===== config.mk =====
export PLATFORM = sky130hd
export DESIGN_NAME = vga_scan_controller
export DESIGN_NICKNAME = d
export VERILOG_FILES = /design/src/rtl/vga_scan_controller.sv
export SDC_FILE = /design/constraint.sdc
export NUM_CORES = 1
export LEC_CHECK = 0
export CAP_MARGIN = 10
export CELL_PAD_IN_SITES_DETAIL_PLACEMENT = 1
export CELL_PAD_IN_SITES_GLOBAL_PLACEMENT = 1
export CORE_ASPECT_RATIO = 1.4
export CORE_MARGIN = 3
export CORE_UTILIZATION = 37
export CTS_CLUSTER_SIZE = 30
export DETAILED_ROUTE_END_ITERATION = 6
export GPL_ROUTABILITY_DRIVEN = 0
export PLACE_DENSITY_LB_ADDON = 0.1
export SYNTH_ARGS = -nofsm -noshare
export SYNTH_HDL_FRONTEND = slang
export SYNTH_SLANG_ARGS = --single-unit

===== constraint.sdc =====
create_clock -name clk -period 3.9 [get_ports clk]
set_input_delay 0.585 -clock clk [delete_from_list [all_inputs] [get_ports clk]]
set_output_delay 0.585 -clock clk [all_outputs]
set_load 0.005 [all_outputs]

===== src/rtl/vga_scan_controller.sv =====
// VGA raster timing generator with a delay-matched sync/blank/colour stage.
// Counters feed the drawers; the output register realigns decode with RGBIn.
module vga_scan_controller #(
    parameter int H_ACTIVE   = 640,
    parameter int H_FP       = 16,
    parameter int H_SYNC     = 96,
    parameter int H_BP       = 48,
    parameter int V_ACTIVE   = 480,
    parameter int V_FP       = 10,
    parameter int V_SYNC     = 2,
    parameter int V_BP       = 33,
    parameter int PIPE_DELAY = 1
) (
    input  logic        clk,
    input  logic        resetN,
    input  logic [7:0]  RGBIn,
    output logic [10:0] pixelX,
    output logic [10:0] pixelY,
    output logic        startOfFrame,
    output logic [7:0]  frameCount,
    output logic        hSync,
    output logic        vSync,
    output logic        blankN,
    output logic [7:0]  red,
    output logic [7:0]  green,
    output logic [7:0]  blue
);

    localparam int H_TOTAL = H_ACTIVE + H_FP + H_SYNC + H_BP;
    localparam int V_TOTAL = V_ACTIVE + V_FP + V_SYNC + V_BP;

    localparam logic [10:0] X_LAST = 11'(H_TOTAL - 1);
    localparam logic [10:0] Y_LAST = 11'(V_TOTAL - 1);
    localparam logic [10:0] X_ACT  = 11'(H_ACTIVE);
    localparam logic [10:0] Y_ACT  = 11'(V_ACTIVE);
    localparam logic [10:0] HS_BEG = 11'(H_ACTIVE + H_FP);
    localparam logic [10:0] HS_END = 11'(H_ACTIVE + H_FP + H_SYNC - 1);
    localparam logic [10:0] VS_BEG = 11'(V_ACTIVE + V_FP);
    localparam logic [10:0] VS_END = 11'(V_ACTIVE + V_FP + V_SYNC - 1);

    logic        run_q;
    logic [10:0] x_q, x_d;
    logic [10:0] y_q, y_d;
    logic [7:0]  fc_q, fc_d;
    logic        sof_q, sof_d;

    // First edge after reset re-presents (0,0) and pulses start-of-frame.
    always_comb begin
        x_d  = x_q;
        y_d  = y_q;
        fc_d = fc_q;
        if (!run_q) begin
            x_d = '0;
            y_d = '0;
        end else if (x_q == X_LAST) begin
            x_d = '0;
            if (y_q == Y_LAST) begin
                y_d  = '0;
                fc_d = fc_q + 8'd1;
            end else begin
                y_d = y_q + 11'd1;
            end
        end else begin
            x_d = x_q + 11'd1;
        end
        sof_d = (x_d == 11'd0) && (y_d == 11'd0);
    end

    always_ff @(posedge clk) begin
        if (!resetN) begin
            run_q <= 1'b0;
            x_q   <= '0;
            y_q   <= '0;
            fc_q  <= '0;
            sof_q <= 1'b0;
        end else begin
            run_q <= 1'b1;
            x_q   <= x_d;
            y_q   <= y_d;
            fc_q  <= fc_d;
            sof_q <= sof_d;
        end
    end

    logic act_raw, hs_raw, vs_raw;

    always_comb begin
        act_raw = run_q && (x_q < X_ACT) && (y_q < Y_ACT);
        hs_raw  = !(run_q && (x_q >= HS_BEG) && (x_q <= HS_END));
        vs_raw  = !(run_q && (y_q >= VS_BEG) && (y_q <= VS_END));
    end

    logic [PIPE_DELAY-1:0] act_p_q, hs_p_q, vs_p_q;

    always_ff @(posedge clk) begin
        if (!resetN) begin
            act_p_q <= '0;
            hs_p_q  <= '1;
            vs_p_q  <= '1;
        end else begin
            act_p_q[0] <= act_raw;
            hs_p_q[0]  <= hs_raw;
            vs_p_q[0]  <= vs_raw;
            for (int i = 1; i < PIPE_DELAY; i++) begin
                act_p_q[i] <= act_p_q[i-1];
                hs_p_q[i]  <= hs_p_q[i-1];
                vs_p_q[i]  <= vs_p_q[i-1];
            end
        end
    end

    logic       act_dly;
    logic [7:0] red_d, green_d, blue_d;

    // 3-3-2 to 8-8-8 by bit replication so full scale maps to 8'hFF.
    always_comb begin
        act_dly = act_p_q[PIPE_DELAY-1];
        red_d   = '0;
        green_d = '0;
        blue_d  = '0;
        if (act_dly) begin
            red_d   = {RGBIn[7:5], RGBIn[7:5], RGBIn[7:6]};
            green_d = {RGBIn[4:2], RGBIn[4:2], RGBIn[4:3]};
            blue_d  = {4{RGBIn[1:0]}};
        end
    end

    logic       hs_q, vs_q, bn_q;
    logic [7:0] red_q, green_q, blue_q;

    always_ff @(posedge clk) begin
        if (!resetN) begin
            hs_q    <= 1'b1;
            vs_q    <= 1'b1;
            bn_q    <= 1'b0;
            red_q   <= '0;
            green_q <= '0;
            blue_q  <= '0;
        end else begin
            hs_q    <= hs_p_q[PIPE_DELAY-1];
            vs_q    <= vs_p_q[PIPE_DELAY-1];
            bn_q    <= act_dly;
            red_q   <= red_d;
            green_q <= green_d;
            blue_q  <= blue_d;
        end
    end

    assign pixelX       = x_q;
    assign pixelY       = y_q;
    assign startOfFrame = sof_q;
    assign frameCount   = fc_q;
    assign hSync        = hs_q;
    assign vSync        = vs_q;
    assign blankN       = bn_q;
    assign red          = red_q;
    assign green        = green_q;
    assign blue         = blue_q;

endmodule


Word level (Yosys, flattened, before mapping)
Index checks and enable logic that the tools add are counted.
{"block": "word_totals", "regBits": 62, "latch_bits": 0, "mem_bits_rw": 0, "mem_bits_ro": 0, "out_inout_bits": 58, "elab_cells": 44, "memories": 0}
{"block": "op_classes", "addsub": 3, "n_mul": 0, "div_mod_pow": 0, "n_lt_le_gt_ge": 6, "eq_ne": 2, "shifts": 0, "mux": 6, "n_bitwise": 0, "n_reduce_logical": 13}
{"operator": "11-bit 2-to-1 mux", "count": 5}
{"operator": "11-bit by 1-bit adder with 11-bit output (second input constant)", "count": 2}
{"operator": "11-bit by 10-bit equality test with 1-bit output (second input constant)", "count": 2}
{"operator": "11-bit zero test", "count": 2}
{"operator": "11-bit by 10-bit >= comparator with 1-bit output (second input constant)", "count": 1}
{"operator": "11-bit by 9-bit >= comparator with 1-bit output (second input constant)", "count": 1}
{"operator": "11-bit by 10-bit less-or-equal comparator with 1-bit output (second input constant)", "count": 1}
{"operator": "11-bit by 9-bit less-or-equal comparator with 1-bit output (second input constant)", "count": 1}
{"operator": "11-bit by 10-bit less-than comparator with 1-bit output (second input constant)", "count": 1}
{"operator": "11-bit by 9-bit less-than comparator with 1-bit output (second input constant)", "count": 1}
{"operator": "8-bit by 1-bit adder with 8-bit output (second input constant)", "count": 1}
{"operator": "1-bit logical AND", "count": 7}
{"operator": "3-bit AND reduction", "count": 1}
{"operator": "1-bit zero test", "count": 2}
{"operator": "2-bit AND reduction", "count": 1}
{"operator": "1-bit 2-to-1 mux", "count": 1}

Longest topological paths before layout
Gate-level depths: netlist of the first run.
{"block": "logic_depth", "ltp_word": 6, "ltp_mapped": 9, "depth_no_buf": 8}

Worst setup path after synthesis of the first run
OpenSTA, ideal clock, no wires.
{"block": "synth_path", "path_type": "register -> register", "startpoint": "register x_q[0], in the netlist pixelX[0]", "endpoint": "register sof_q, in the netlist startOfFrame", "t_arrival_ns": 2.169, "setup_slack_ns": 1.640, "stages_incl_launch_ff": 9, "n_path_buf": 1, "synth_period_minus_slack_ns": 2.260, "cell_sequence": "dfxtp_1 ha_1 and4_1 buf_2 nand3_1 o2bb2ai_1 o21a_1 or4_1 a311oi_1"}
{"block": "synth_via", "elab_chain_cells": 5}
{"element": "start: declaration", "line_no": "42", "rtl": "logic [10:0] x_q, x_d;"}
{"element": "start signal: assignment", "line_no": "72", "rtl": "x_q <= '0;"}
{"element": "start signal: assignment", "line_no": "78", "rtl": "x_q <= x_d;"}
{"element": "11-bit by 1-bit adder with 11-bit output / 11-bit by 10-bit equality test with 1-bit output (equally long branches)", "line_no": "64, 55"}
{"element": "11-bit 2-to-1 mux", "line_no": "55", "rtl": "end else if (x_q == X_LAST) begin"}
{"element": "11-bit 2-to-1 mux", "line_no": "52", "rtl": "if (!run_q) begin"}
{"element": "11-bit zero test", "line_no": "66", "rtl": "sof_d = (x_d == 11'd0) && (y_d == 11'd0);"}
{"element": "1-bit logical AND (*)", "line_no": "66"}
{"element": "end signal: assignment", "line_no": "75", "rtl": "sof_q <= 1'b0;"}
{"element": "end signal: assignment", "line_no": "81", "rtl": "sof_q <= sof_d;"}
{"element": "end: declaration", "line_no": "45", "rtl": "logic sof_q, sof_d;"}
Every way passes the cells marked *; elsewhere a longest branch is shown, timed or not.
A chain may end at the register's enable or synchronous reset.

Worst setup path in the final report of the first run
Same ends and word-level chain as after synthesis.

==> load_flow_metrics.sql, run 1 <==
INSERT INTO impl_metrics (metric_group, metric, value, unit) VALUES
('floorplan', 'core_area', '6250', 'sq um'),
('worst_setup_path', 'setup.reg_to_reg.worst_slack', '1.30', 'ns'),
('hold_path', 'worst_hold_path.num_cells', '1', ''),
('logic_synthesis', 'synth_ff_type', 'dfxtp_1', ''),
('final_layout', 'most-common-layout-cells', 'clkdlybuf4s50_1 (67), dfxtp_1 (46), nor2_1 (35)', ''),
('clocking', 'clk_path_buf_depth', '2', ''),
('routing', 'routed-wl-met2', '3050', 'um'),
('floorplan', 'die_width', '73.9', 'um'),
('global_route', 'grt_util_all_layers', '18.2', '%'),
('final_layout', 'number_of_non_filler_instances_in_the_completed_layout', '401', ''),
('global_route', 'first_global_vias', '2083', ''),
('timing', 'grt_setup_unrepaired', 'false', ''),
('worst_setup_path', 'setup.worst_path.class', 'register to register', ''),
('routing', 'dr.max_layer_used', 'met4', ''),
('logic_synthesis', 'synth_cell_types', '49', ''),
('worst_setup_path', 'worstSetupEndpointType', 'register', ''),
('final_layout', 'num-fill-cells', '731', ''),
('timing', 'finalHoldViolCount', '0', ''),
('logic_synthesis', 'asyncSetResetFlopFracSynth', '0', '%'),
('worst_setup_path', 'critPathMaxStageDelay', '0.50', 'ns'),
('worst_setup_path', 'arrival', '2.81', 'ns'),
('logic_synthesis', 'syn-instance-count', '288', ''),
('place', 'number_of_port_buffers', '67', ''),
('routing', 'detailroute.via_count', '2167', ''),
('routing', 'drt_first_iter_violations', '83', ''),
('worst_setup_path', 'reg2reg_depth', '7', ''),
('place', 'detailed_place_hpwl', '4740', 'um'),
('floorplan', 'cell_rows', '34', ''),
('worst_setup_path', 'path_cells', 'ha_1 > and4_1 > nand3_1 > o2bb2ai_1 > o21a_1 > or4_1 > a311oi_1', ''),
('global_route', 'antenna_found_initial', '0', ''),
('logic_synthesis', 'synth_edf_count', '0', ''),
('logic_synthesis', 'synthesis.area_per_instance', '8.28', 'sq um'),
('flow_run', 'timing.max_cap.violations', '0', ''),
('final_layout', 'flow.area_growth_from_synthesis', '27.4', '%'),
('status', 'status', 'complete, no violations', ''),
('routing', 'drt.antenna.violating_nets', '0', ''),
('timing', 'worst_max_slew_pin_slew', '0.460', 'ns'),
('final_layout', 'layout.cells.most_common', 'clkdlybuf4s50_1', ''),
('timing', 'relSlewSlack', '69.3', '%'),
('logic_synthesis', 'synth_seq_area_share', '38.6', '%'),
('floorplan', 'chipHeight', '101', 'um'),
('clocking', 'post_cts_hold_buffer_count', '0', ''),
('final_layout', 'nets', '342', ''),
('timing', 'post-route-min-period', '2.60', 'ns'),
('timing', 'fin_worst_hold_slack', '0.416', 'ns'),
('routing', 'routed-wl-met3', '330', 'um'),
('clocking', 'post_cts_buffers', '0', ''),
('timing', 'max_clock_freq', '385', 'MHz'),
('power', 'static-leakage-power', '1.08', 'nW'),
('logic_synthesis', 'synthMuxAreaShare', '0.839', '%'),
('timing', 'totalNegativeSetupSlack', '0', 'ns'),
('floorplan', 'ioPinCount', '68', ''),
('clocking', 'insertion_delay', '0.30', 'ns'),
('final_layout', 'layout.core_utilization', '48.6', '%'),
('timing', 'skew', '0.00627', 'ns'),
('place', 'placedCellCount', '393', ''),
('logic_synthesis', 'yosys.area_share.simple', '29.8', '%'),
('floorplan', 'initial_utilization', '38.2', '%'),
('logic_synthesis', 'synthesized_flop_and_latch_total', '46', ''),
('worst_setup_path', 'crit_slowest_cell', 'or4_1', ''),
('final_layout', 'antenna-diode-count', '0', ''),
('clocking', 'number_of_h_tree_branching_levels', '2', ''),
('global_route', 'grt_max_degree', '24', ''),
('worst_setup_path', 'worstReg2RegEnd', 'startOfFrame', ''),
('logic_synthesis', 'syn_area', '2390', 'sq um'),
('final_layout', 'drive_above_1_share', '4.26', '%'),
('timing', 'setup_slack', '1.30', 'ns'),
('logic_synthesis', 'area_fraction_in_compound_gates_after_synthesis', '9.96', '%'),
('power', 'irDropWorstVdd', '0.194', 'mV'),
('clocking', 'clk_pin_slew_worst_paths', '0.09', 'ns'),
('routing', 'wirelength', '6340', 'um');
-- metrics by stage --
step	total power, W	area (sq um)
after global placement	0.000536	2950
final	0.000820	3040
after floorplan	0.000509	2390
after detailed placement	0.000537	2950
after global routing	0.000858	3040
after CTS	0.000833	3040
-- how the worst max path moves through the flow --
| stage | from | end | slack (ns) | cells after the start |
|---|---|---|---|---|
| 2_1_floorplan | pixelX[0] | startOfFrame | 1.64 | 8 |
| 5_1_grt | pixelX[0] | startOfFrame | 1.13 | 7 |
| 3_5_place_dp | pixelX[0] | startOfFrame | 1.35 | 7 |
| 3_3_place_gp | pixelX[0] | startOfFrame | 1.45 | 7 |
| 4_1_cts | pixelX[0] | startOfFrame | 1.31 | 7 |
| 6_report | pixelX[0] | startOfFrame | 1.30 | 7 |
-- kinds of logic (layout without fill, tap and decap cells) --
group,count (synthesis),in the layout
flops,46,46
xor+xnor,25,25
fa+ha+maj,4,4
simple gates,132,132
mux,2,2
compound gates,39,39
buf+inv,40,81
-- per-layer routing --
layer / track usage (%) / vias to the layer above
met5: 0 / -
met4: 8.09 / 0
met3: 3.49 / 16
met2: 29.2 / 66
met1: 23.2 / 1024
li1: - / 1061
-- area by class of cell --
type,instances,area [sq um],area share [%]
multi-input cells,202,1240,40.7
flip-flops and latches,46,921,30.3
repair buffers,69,686,22.6
well taps,72,90.1,2.96
clock buffers,5,68.8,2.26
clock inverters,3,21.3,0.700
inverters,4,15.0,0.494
-- where the power goes --
| part | switching (W) | internal, W |
|---|---|---|
| combinational | 0.0000167 | 0.0000271 |
| sequential | 0.00000615 | 0.000475 |
| clock | 0.000170 | 0.000126 |
-- worst max-delay path: cells and delay by family (launching register included) --
kind | cells | cell delay [ns]
DFF | 1 | 0.43
AOI/OAI and AO/OA | 3 | 0.59
adders and majority gates | 1 | 0.29
and+or+nand+nor | 3 | 1.20
-- synthesized netlist by cell type, types with 2 or more instances --
library cell,n,area share (%)
nand3b_1,2,0.63
and4_1,3,1.1
or3_1,5,1.3
mux2i_1,2,0.84
o21ai_0,11,2.3
nor2_1,35,5.5
xnor2_1,14,5.1
nand2_1,22,3.5
nand2b_1,2,0.52
nand3_1,9,1.9
and2_1,7,1.8
nor3_1,7,1.5
clkbuf_1,10,1.6
inv_1,4,0.63
buf_4,16,5.0
nand4_1,14,3.7
and3_1,15,3.9
buf_2,7,1.5
xor2_1,11,4.0
ha_1,4,2.1
a21oi_1,12,2.5
dfxtp_1,46,39
a31oi_1,4,1.0
-- sequential cells by signal, summed over array words and instances, names as in the netlist --
register and flops:
pixelX 11, pixelY 11, frameCount 8, green 3, red 3, blue 2, act_dly 1, blankN 1
hSync 1, hs_p_q 1, run_q 1, startOfFrame 1, vSync 1, vs_p_q 1
(Power assumes the default switching activity.)
==> inputs of run 2 (changes only) <==
--- a/config.mk
+++ b/config.mk
@@ -10,7 +10,7 @@
 export CELL_PAD_IN_SITES_GLOBAL_PLACEMENT = 1
 export CORE_ASPECT_RATIO = 1.4
 export CORE_MARGIN = 3
-export CORE_UTILIZATION = 37
+export CORE_UTILIZATION = 35
 export CTS_CLUSTER_SIZE = 30
 export DETAILED_ROUTE_END_ITERATION = 6
 export GPL_ROUTABILITY_DRIVEN = 0
==> constraint.sdc (replaced) <==
create_clock -name clk -period 2.6 [get_ports clk]
set_input_delay 0.39 -clock clk [delete_from_list [all_inputs] [get_ports clk]]
set_output_delay 0.39 -clock clk [all_outputs]
set_load 0.005 [all_outputs]
==> load_flow_metrics.sql, run 2 (synthesis results as in run 1) <==
INSERT INTO impl_metrics (metric_group, metric, value, unit) VALUES
('status', 'status', 'complete, no violations', ''),
('final_layout', 'nets', '354', ''),
('floorplan', 'chipHeight', '104', 'um'),
('timing', 'skew', '0.00449', 'ns'),
('final_layout', 'number_of_non_filler_instances_in_the_completed_layout', '433', ''),
('worst_setup_path', 'start_kind', 'register', ''),
('global_route', 'antenna_found_initial', '0', ''),
('clocking', 'cts_inserted_buffers', '5', ''),
('clocking', 'insertion_delay', '0.30', 'ns'),
('timing', 'relSlewSlack', '70.2', '%'),
('clocking', 'tritoncts', 'yes', ''),
('power', 'power_frac_seq', '57.9', '%'),
('clocking', 'clk_path_buf_depth', '2', ''),
('floorplan', 'die_area', '7860', 'sq um'),
('timing', 'drv_slew', '0', ''),
('timing', 'grt_setup_unrepaired', 'false', ''),
('power', 'net-switching-power', '0.000300', 'W'),
('worst_setup_path', 'path_cells', 'ha_1 > nand4_1 > or4_4 > nor3_1 > xnor2_1 > nand4_1 > a311oi_1', ''),
('flow_run', 'timing.max_cap.violations', '0', ''),
('timing', 'layout_worst_path_cycle_share', '91.0', '%'),
('routing', 'wirelength', '6520', 'um'),
('worst_setup_path', 'arrival', '2.58', 'ns'),
('final_layout', 'layout.cells.most_common', 'clkdlybuf4s50_1', ''),
('global_route', 'grt_util_all_layers', '17.2', '%'),
('global_route', 'grt_max_degree', '21', ''),
('routing', 'drt_pass1_iterations', '4', ''),
('power', 'p_comb_share', '5.7', '%'),
('routing', 'drt.antenna.violating_nets', '0', ''),
('hold_path', 'hold_class', 'register to register', ''),
('timing', 'post-route-min-period', '2.37', 'ns'),
('final_layout', 'drive_above_1_share', '7.62', '%'),
('floorplan', 'cell_rows', '35', ''),
('clocking', 'post_cts_hold_buffer_count', '0', ''),
('routing', 'routed_wire_length_per_instance', '15.1', 'um'),
('routing', 'post_detailed_route_drc_marker_count', '0', ''),
('power', 'power.clock.fraction', '36.4', '%'),
('floorplan', 'ioPinCount', '68', ''),
('worst_setup_path', 'worst-endpoint-required', '2.81', 'ns'),
('floorplan', 'die_width', '75.8', 'um'),
('timing', 'max_clock_freq', '423', 'MHz'),
('final_layout', 'flow.area_growth_from_synthesis', '32.2', '%'),
('worst_setup_path', 'worst_path_most_repeated_cell', 'nand4_1', ''),
('worst_setup_path', 'crit_slowest_cell', 'or4_4', ''),
('place', 'detailed_place_hpwl', '4880', 'um'),
('final_layout', 'antenna-diode-count', '0', ''),
('clocking', 'post_cts_buffers', '0', ''),
('timing', 'report.final.setup_viol', '0', ''),
('final_layout', 'most-common-layout-cells', 'clkdlybuf4s50_1 (67), dfxtp_1 (46), nor2_1 (35)', ''),
('clocking', 'number_of_cells_upsized_or_downsized_after_cts', '0', ''),
('worst_setup_path', 'setup.worst_path.class', 'register to register', ''),
('clocking', 'number_of_h_tree_branching_levels', '2', ''),
('routing', 'route.detailed.vias_per_inst', '5.15', ''),
('routing', 'drt_first_iter_violations', '63', ''),
('worst_setup_path', 'worstSetupEndpointType', 'register', ''),
('power', 'irDropWorstVdd', '0.178', 'mV'),
('power', 'static-leakage-power', '1.15', 'nW'),
('power', 'pwr_density_cell', '394', 'nW/um^2'),
('power', 'power.internal', '0.000944', 'W'),
('place', 'placedCellCount', '425', ''),
('clocking', 'cts.sinks', '46', ''),
('global_route', 'grt_remaining_overflow', '0', ''),
('floorplan', 'initial_utilization', '36.1', '%'),
('routing', 'detailroute.via_count', '2231', ''),
('floorplan', 'core_area', '6610', 'sq um'),
('timing', 'finalHoldViolCount', '0', ''),
('global_route', 'first_global_vias', '2202', ''),
('worst_setup_path', 'critPathMaxStageDelay', '0.59', 'ns'),
('clocking', 'clk_pin_slew_worst_paths', '0.09', 'ns'),
('global_route', 'global_route_wire_length_before_repair', '10700', 'um'),
('clocking', 'cts-root-buf', 'clkbuf_8', ''),
('place', 'number_of_port_buffers', '67', ''),
('power', 'netSwitchingFraction', '24.1', '%'),
('timing', 'worst_max_slew_pin_slew', '0.444', 'ns'),
('timing', 'totalNegativeSetupSlack', '0', 'ns'),
('worst_setup_path', 'critical_path.max_fanout', '9', '');
run 2: cell types whose count changed in the layout (fill, tap and decap cells not counted), sizes merged:
cell and change:
buf +12
run 2: layout make-up:
class	instances	area, sq um
fillers	791	3460
multi-input cells	202	1240
flip-flops and latches	46	921
repair buffers	81	776
well taps	92	115
clock buffers	5	68.8
clock inverters	3	21.3
inverters	4	15.0
run 2: through the flow:
step	hold slack, ns	setup slack (ns)	util (%)	power (W)	instance area (sq um)
final	0.415	0.235	47.7	0.00124	3150
after global routing	0.442	0.0348	47.7	0.00130	3150
after detailed placement	0.398	0.251	46.3	0.000808	3060
after floorplan	0.386	0.340	-	0.000764	2390
after global placement	0.389	0.337	46.3	0.000807	3060
after CTS	0.420	0.228	47.7	0.00126	3150
run 2: path summary, 6_finish.rpt:
check	start	end	slack [ns]	cells past startpoint
worst min register to register	vs_p_q	vSync	0.42	1
worst max-delay path	pixelX[1]	startOfFrame	0.23	7
worst max register to register	pixelX[1]	startOfFrame	0.23	7
worst min-delay path	vs_p_q	vSync	0.42	1
run 2: worst max-delay path: cells and delay by family, from the launching register on:
family	cells	cell delay (ns)
compound gates	1	0.28
fa+ha+maj	1	0.28
xor+xnor	1	0.17
simple gates	4	1.12
flops	1	0.42
run 2: power by group through the flow:
stage / combinational, W / clock [W] / sequential (W)
floorplan: 0.0000292 / 0 / 0.000735
global placement: 0.0000708 / 0 / 0.000737
detailed placement: 0.0000713 / 0 / 0.000737
CTS: 0.0000718 / 0.000467 / 0.000720
global route: 0.0000777 / 0.000498 / 0.000722
finish: 0.0000710 / 0.000453 / 0.000720
run 2: metal layers:
layer  wire length (um)  up-vias  track usage (%)
li1                   -     1081                -
met1               2880     1072             22.4
met2               3190       70             27.9
met3                333        8             3.30
met4                111        0             5.38
met5                  0        -                0
==> inputs of run 3 (changes only) <==
==> constraint.sdc (replaced) <==
create_clock -name clk -period 2.35 [get_ports clk]
set_input_delay 0.3525 -clock clk [delete_from_list [all_inputs] [get_ports clk]]
set_output_delay 0.3525 -clock clk [all_outputs]
set_load 0.005 [all_outputs]
==> load_flow_metrics.sql, run 3 (synthesis results as in run 1) <==
INSERT INTO impl_metrics (metric_group, metric, value, unit) VALUES
('clocking', 'number_of_h_tree_branching_levels', '2', ''),
('clocking', 'tritoncts', 'yes', ''),
('power', 'pwr_total', '0.00135', 'W'),
('timing', 'skew', '0.0123', 'ns'),
('timing', 'relSlewSlack', '70.8', '%'),
('final_layout', 'flow.area_growth_from_synthesis', '34.7', '%'),
('global_route', 'gr_util_met3', '3.79', '%'),
('global_route', 'grt_util_all_layers', '17.5', '%'),
('timing', 'layout_worst_path_cycle_share', '93.8', '%'),
('global_route', 'grt_remaining_overflow', '0', ''),
('clocking', 'clk_path_buf_depth', '2', ''),
('global_route', 'global_route_wire_length_before_repair', '10800', 'um'),
('floorplan', 'ioPinCount', '68', ''),
('power', 'net-switching-power', '0.000315', 'W'),
('global_route', 'use_met1', '22.4', '%'),
('timing', 'worst_max_slew_pin_slew', '0.434', 'ns'),
('worst_setup_path', 'critical_path.max_fanout', '9', ''),
('floorplan', 'die_width', '75.8', 'um'),
('place', 'number_of_port_buffers', '67', ''),
('hold_path', 'min_delay_worst_endpoint', 'hSync', ''),
('clocking', 'insertion_delay', '0.30', 'ns'),
('power', 'p_comb_share', '5.9', '%'),
('global_route', 'globalRoute.busiestLayer', 'met2', ''),
('floorplan', 'initial_utilization', '36.1', '%'),
('place', 'detailed_place_hpwl', '5000', 'um'),
('worst_setup_path', 'reg2reg_depth', '7', ''),
('routing', 'routed_wire_length_per_instance', '15.0', 'um'),
('power', 'pwr_density_cell', '420', 'nW/um^2'),
('floorplan', 'chipHeight', '104', 'um'),
('worst_setup_path', 'start_kind', 'register', ''),
('global_route', 'globalRouteMet2Util', '28.0', '%'),
('worst_setup_path', 'r2r-start', 'pixelX[1]', ''),
('routing', 'route.detailed.vias_per_inst', '5.19', ''),
('clocking', 'cts-root-buf', 'clkbuf_8', ''),
('routing', 'drt_pass1_iterations', '4', ''),
('routing', 'wirelength', '6610', 'um'),
('final_layout', 'drive_above_1_share', '10.6', '%'),
('final_layout', 'layout.cells.most_common', 'clkdlybuf4s50_1', ''),
('power', 'static-leakage-power', '1.19', 'nW'),
('final_layout', 'nets', '363', ''),
('power', 'power.clock.fraction', '35.2', '%'),
('routing', 'post_detailed_route_drc_marker_count', '0', ''),
('timing', 'totalNegativeSetupSlack', '0', 'ns'),
('flow_run', 'timing.max_cap.violations', '0', ''),
('status', 'status', 'complete, no violations', ''),
('clocking', 'clk_pin_slew_worst_paths', '0.10', 'ns'),
('timing', 'max_clock_freq', '454', 'MHz'),
('clocking', 'post_cts_buffers', '0', ''),
('worst_setup_path', 'arrival', '2.42', 'ns'),
('timing', 'drv_slew', '0', ''),
('clocking', 'cts_inserted_buffers', '5', ''),
('routing', 'drt.antenna.violating_nets', '0', ''),
('routing', 'drt_first_iter_violations', '25', ''),
('hold_path', 'hold_class', 'register to register', ''),
('power', 'power_frac_seq', '58.9', '%'),
('global_route', 'antenna_found_initial', '0', ''),
('timing', 'finalHoldViolCount', '0', ''),
('global_route', 'first_global_vias', '2239', ''),
('power', 'power.internal', '0.00104', 'W'),
('power', 'netSwitchingFraction', '23.3', '%'),
('floorplan', 'cell_rows', '35', ''),
('final_layout', 'most-common-layout-cells', 'clkdlybuf4s50_1 (67), dfxtp_1 (46), nor2_1 (35)', ''),
('worst_setup_path', 'setup.reg_to_reg.worst_slack', '0.15', 'ns'),
('routing', 'detailroute.via_count', '2289', ''),
('floorplan', 'core_area', '6610', 'sq um'),
('timing', 'post-route-min-period', '2.20', 'ns'),
('clocking', 'cts.sinks', '46', ''),
('worst_setup_path', 'worstReg2RegEnd', 'startOfFrame', ''),
('worst_setup_path', 'worstSetupEndpointType', 'register', ''),
('worst_setup_path', 'worst-endpoint-required', '2.57', 'ns'),
('global_route', 'grt_max_degree', '21', ''),
('final_layout', 'antenna-diode-count', '0', ''),
('timing', 'report.final.setup_viol', '0', ''),
('timing', 'grt_setup_unrepaired', 'true', ''),
('floorplan', 'die_area', '7860', 'sq um'),
('worst_setup_path', 'setup.worst_path.class', 'register to register', ''),
('power', 'irDropWorstVdd', '0.267', 'mV'),
('hold_path', 'hp-start', 'hs_p_q', ''),
('hold_path', 'worst_hold_path.num_cells', '1', '');
-- run 3: critical path: stages, from the launching register on --
cell	delay, ns
dfxtp_1	0.36
ha_2	0.24
nand4_1	0.15
or4_4	0.58
nor3_1	0.24
xnor2_1	0.17
nand4_1	0.11
a311oi_1	0.25
-- run 3: worst max-delay path by stage --
stage                         start       endpoint  slack [ns]  cells past startpoint
after floorplan           pixelX[0]   startOfFrame        0.09                      8
after global placement    pixelY[0]   startOfFrame        0.12                      8
after detailed placement  pixelY[0]  frameCount[5]        0.12                      8
after CTS                 pixelY[0]   startOfFrame        0.10                      8
after global routing      pixelX[1]   startOfFrame      -0.006                      7
final                     pixelX[1]   startOfFrame        0.15                      7
-- run 3: final cells by class --
class	count	area [sq um]
Clock buffer	5	68.8
Clock inverter	2	10.0
Fill cell	788	3400
Inverter	4	15.0
Multi-Input combinational cell	202	1240
Sequential cell	46	921
Tap cell	92	115
Timing Repair Buffer	90	843
-- run 3: power by group through the flow --
stage	Sequential, W	Clock [W]	Combinational [W]
floorplan	0.000813	0	0.0000323
global placement	0.000814	0	0.0000790
detailed placement	0.000815	0	0.0000799
CTS	0.000796	0.000486	0.0000801
global route	0.000798	0.000517	0.0000870
finish	0.000796	0.000476	0.0000793
-- run 3: routing by layer --
layer  part of all wire [%]  wire length, um
met5                      0                0
met4                    2.0              131
met3                    4.6              303
met2                     48             3190
met1                     45             2980
-- run 3: through the flow --
stage / instance area (sq um) / hold slack, ns / setup WS [ns] / instances / utilization [%]
6_report: 3210 / 0.415 / 0.147 / 441 / 48.6
5_1_grt: 3210 / 0.440 / -0.00645 / 441 / 48.6
4_1_cts: 3210 / 0.420 / 0.102 / 441 / 48.6
3_5_place_dp: 3130 / 0.400 / 0.120 / 434 / 47.4
3_3_place_gp: 3130 / 0.389 / 0.124 / 434 / 47.4
2_1_floorplan: 2390 / 0.380 / 0.0901 / 288 / -
-- run 3: repair_timing --
action / CTS / global route
setup endpoints to repair: 0 / 2
hold buffers: 0 / 0
resized for setup: 0 / 3
==> edit 1, RTL diff (flow settings as in run 2) <==
Remove the register `blue_q`: a continuous assignment takes its place, so the output `blue` follows one clock earlier.
--- a/src/rtl/vga_scan_controller.sv
+++ b/src/rtl/vga_scan_controller.sv
@@ -136,5 +136,4 @@
             red_q   <= '0;
             green_q <= '0;
-            blue_q  <= '0;
         end else begin
             hs_q    <= hs_p_q[PIPE_DELAY-1];
@@ -143,7 +142,8 @@
             red_q   <= red_d;
             green_q <= green_d;
-            blue_q  <= blue_d;
         end
     end
+
+    assign blue_q = blue_d;
 
     assign pixelX       = x_q;
Formal check against the unedited RTL: not equivalent (Yosys sat finds a counterexample within 4 cycles, from zero or initial values and one cycle with resetN low).
==> edit 1 against run 2 <==
Sequential share of layout area shrank 1.6 points; cell count shrank 0.46%; clock power grew 15%; largest cell class unchanged; wire length grew 0.32%; via count shrank 1.5%; total power grew 3.6%; synthesized area grew 2.4%; global-route usage shrank 0.16 points; sequential cell count shrank 2; critical path depth is the same; sequential power shrank 4.9%; cell area grew 1.3%; worst setup slack gained 33 ps.
==> edit 1: results (changes against run 2) <==
Run status
  – Status: finished, final reports clean

Global route
  – Vias in the first global route: 2254 (+2.4%)
  – First-pass GRT wire length: 11100 microns (+3.5%)
  – Routing usage on met2: 32.5% (+4.5 points)
  – GR Util met1: 18.8% (-3.5 points)
  – Met3 global-route usage: 3.36% (+0.061 points)
  – Total global-route track usage: 17.1% (-0.16 points)
  – Largest net degree at the start of global routing: 23 (+9.5%)

Pwr
  – LEAKAGE: 1.17 nW (+1.8%)
  – Net Switching: 0.000275 W (-8.2%)
  – Peak supply drop: 268 uV (+51%)
  – Clock power share: 40.5% (+4.1 points)
  – Comb power: 0.0000815 W (+15%)
  – Pwr Total: 0.00129 W (+3.6%)

Critical path
  – Worst R2R Setup Slack: 270 ps (+30 ps)
  – CP max-delay cell: nor4_4
  – Crit Path Max Fanout: 7 (-2)
  – Worst setup path startpoint: pixelX[0]
  – WP data arrival: 2530 ps (-50 ps)
  – CP max stage delay: 550 ps (-40 ps)

Timing
  – Slew headroom: 68.8% (-1.4 points)
  – Period utilisation layout: 89.7% (-1.3 points)
  – Clock skew: 7.12 ps (+2.63 ps)
  – Hold_ws: 421 ps (+5.16 ps)

Place
  – Inst Count DP: 423 (-0.47%)
  – Cell Area, Placed: 3090 sq um (+0.73%)
  – Pre-CTS setup slack: 282 ps (+30.9 ps)
  – DP HPWL: 5060 microns (+3.8%)

Clock tree
  – Total CTS buffers: 5 (unchanged)
  – Worst skew pair latency: 300 ps (about the same)
  – CTS max path bufs: 2 (unchanged)

Layout
  – Clock-cell share: 3.37% (+0.51 points)
  – Clock buffers: 6 (+1)
  – Final std cells w/o fill: 431 (-0.46%)
  – Multi-In Gates: 203 (+0.50%)
  – Footprint of the multi-input gates: 1310 sq um (+6.0%)
  – Share of layout cells above drive strength 1: 7.37% (-0.25 points)
  – Register area: 881 sq um (-4.3%)
  – Non-clk bufs: 79 (-2.5%)
  – Filler cells: 806 (+1.9%)
  – P&R area growth vs syn: 30.7%
  – Nets: 352 (-0.56%)
  – Signal buffers share of area: 23.8% (-0.78 points)
  – Inverter count: 5 (+1)

Yosys
  – Yosys reg bits: 44 (-4.3%)
  – Post-synthesis sequential area ratio: 36.0% (-2.5 points)
  – Largest cells by area after synthesis: dfxtp_1 (36%), buf_4 (5.2%), nor2_1 (5.1%)
  – Top cells by count, synth: dfxtp_1 (44), nor2_1 (33), nand2_1 (24), buf_4 (17), nand3_1 (17)
  – Cell count after synthesis: 291 (+1.0%)
  – Unique masters post-synth: 48 (-2.0%)
  – Syn nets: 305 (+0.99%)

Detailed routing
  – Iter 0 DRT Violations: 78 (+24%)
  – DRT met1 WL: 2610 microns (-9.5%)
  – Final wirelength: 6540 microns (+0.32%)
  – DR WL met3: 211 microns (-37%)
  – Via density: 5.10 (-1.1%)
  – WL met2: 3630 microns (+14%)

Worst hold path
  – Hold path cells: 1 (unchanged)
  – Worst hold path class: reg -> reg

Floorplan
  – Core area: 6700 sq um (+1.3%)
edit 1: cell count changes in the layout (fill, tap and decap cells not counted), sizes merged, moves of 4 or more:
cell / before / now
nand3: 9 / 17
nor4: 0 / 6
nand4: 14 / 10
o21ai: 11 / 7
and3: 15 / 10
a21oi: 12 / 4
edit 1: worst reg2reg max path: cells and delay by family, from the launching register on:
family	cells	cell delay, ps
simple gates	5	1380
mux	1	230
fa+ha+maj	1	280
flops	1	340
edit 1: logic make-up (layout without fill, tap and decap cells):
logic type / Yosys count / in the layout / share of synthesized area, %
buffers and inverters: 44 / 92 / 10.3
multiplexers: 3 / 3 / 1.23
AND/OR/NAND/NOR: 144 / 144 / 34.0
AO/OA/AOI/OAI: 26 / 26 / 7.07
adder cells (fa/ha/maj): 4 / 4 / 2.05
XOR/XNOR: 26 / 26 / 9.32
flip-flops: 44 / 44 / 36.0
==> edit 2, RTL diff (settings of run 2) <==
Without the edit above. The parameter `PIPE_DELAY` goes from 1 to 0.
--- a/src/rtl/vga_scan_controller.sv
+++ b/src/rtl/vga_scan_controller.sv
@@ -10,5 +10,5 @@
     parameter int V_SYNC     = 2,
     parameter int V_BP       = 33,
-    parameter int PIPE_DELAY = 1
+    parameter int PIPE_DELAY = 0
 ) (
     input  logic        clk,
Check against the original RTL: not equivalent (a bounded check fails within 4 cycles, from zero or initial values and one cycle with resetN low).
==> edit 2 against run 2 <==
Sequential power down 31%; worst setup slack improved by 40 ps; synthesized area fell by 15%; global-route usage decreased by 3.0 points; sequential cell count shrank 14; wire length down 32%; via count is 27% lower; core utilization shrank 4.8 points; combinational power fell by 48%; total power shrank 25%; synthesized cell count is 20% lower; first-iteration DRC count is 35% lower; cell area fell by 24%; largest cell class unchanged; largest power group unchanged; highest routed layer unchanged.
==> edit 2: results (changes against run 2) <==
Run status
  – Status: finished, final reports clean

Clock tree
  – Worst skew pair latency: 280 ps (-20 ps)
  – Total CTS buffers: 5 (unchanged)
  – Clock root buffer: clkbuf_8
  – CTS resizes: 0 (unchanged)
  – Clock-pin transition on the worst setup and hold timing paths: 70 ps (-20 ps)

Layout
  – Filler cells: 686 (-13%)
  – Multi-In Gates: 185 (-8.4%)
  – Fraction of area in registers: 26.8% (-2.4 points)
  – Nets: 278 (-21%)
  – Multi-input gate share of total cell area: 50.4% (+11 points)
  – Clock-cell share: 3.93% (+1.1 points)
  – Non-clk bufs: 36 (-56%)
  – Clock buffers: 7 (+2)
  – Share of layout cells above drive strength 1: 13.2% (+5.6 points)

Place
  – Inst Count DP: 325 (-24%)
  – Port buffer count: 32 (-52%)
  – Pre-CTS setup slack: 276 ps (+25.0 ps)
  – DP HPWL: 3460 microns (-29%)
  – Cell Area, Placed: 2290 sq um (-25%)

Yosys
  – Post-Synth Adder-Cell Area: 2.47% (+0.37 points)
  – Post-synthesis sequential area ratio: 31.6% (-7.0 points)
  – Post-synthesis cell area: 2030 sq um (-15%)
  – Mux contribution to synthesized area: 1.79% (+0.95 points)
  – XOR/XNOR Fraction of Synth Area: 11.2% (+2.0 points)
  – Top cells by count, synth: dfxtp_1 (32), buf_4 (28), nor2_1 (28), nand2_1 (15), xnor2_1 (14)
  – Largest cells by area after synthesis: dfxtp_1 (32%), buf_4 (10%), xnor2_1 (6.0%)
  – Unique masters post-synth: 58 (+18%)
  – Syn_area_per_cell: 8.82 sq um (+6.5%)
  – Yosys reg bits: 32 (-30%)
  – Complex-gate fraction of the synthesized area: 8.45% (-1.5 points)

Global route
  – Routing usage on met2: 24.7% (-3.3 points)
  – Met3 global-route usage: 2.82% (-0.48 points)
  – Largest net degree at the start of global routing: 15 (-29%)
  – First-pass GRT wire length: 7620 microns (-29%)
  – Total global-route track usage: 14.2% (-3.0 points)
  – GR Util met1: 17.2% (-5.2 points)
  – Vias in the first global route: 1554 (-29%)

Critical path
  – Endpoint of the worst register-to-register path: frameCount[6]
  – CP max stage delay: 440 ps (-150 ps)
  – Worst setup path startpoint: pixelX[1]
  – Worst R2R Setup Slack: 270 ps (+40 ps)
  – Crit Path Max Fanout: 8 (-1)
  – CP endpoint: frameCount[6]
  – R2R depth: 8 (+1)
  – CP max-delay cell: nor3b_4
  – WP data arrival: 2500 ps (-80 ps)

Pwr
  – Power Density: 392 nW/um^2 (-0.74%)
  – Peak supply drop: 192 uV (+7.9%)
  – LEAKAGE: 0.882 nW (-23%)

Detailed routing
  – Iter 0 DRT Violations: 41 (-35%)
  – Wire length per cell: 13.4 microns (-11%)
  – Via density: 4.88 (-5.3%)

Timing
  – Clock skew: 6.98 ps (+2.50 ps)
  – Fin crit period: 2330 ps (-40.0 ps)
edit 2: report_power, final:
group	internal [W]	switching (W)	leakage, nW
Clock	0.000215	0.000186	0.0445
Sequential	0.000494	0.00000366	0.259
Combinational	0.0000124	0.0000242	0.578
edit 2: how the worst min path moves through the flow:
stage | start | endpoint | slack [ps] | cells after the start
floorplan | resetN | run_q | 420 | 0
global placement | frameCount[1] | frameCount[1] | 500 | 2
detailed placement | frameCount[1] | frameCount[1] | 530 | 2
CTS | frameCount[1] | frameCount[1] | 530 | 2
global route | frameCount[1] | frameCount[1] | 580 | 2
finish | frameCount[1] | frameCount[1] | 520 | 2
edit 2: metal layers:
layer  share of wire [%]  vias up  routed length [microns]
met5                   0        -                        0
met4                 1.8        0                       78
met3                 3.4        9                      151
met2                  52       35                     2310
met1                  43      777                     1910
li1                    -      804                        -
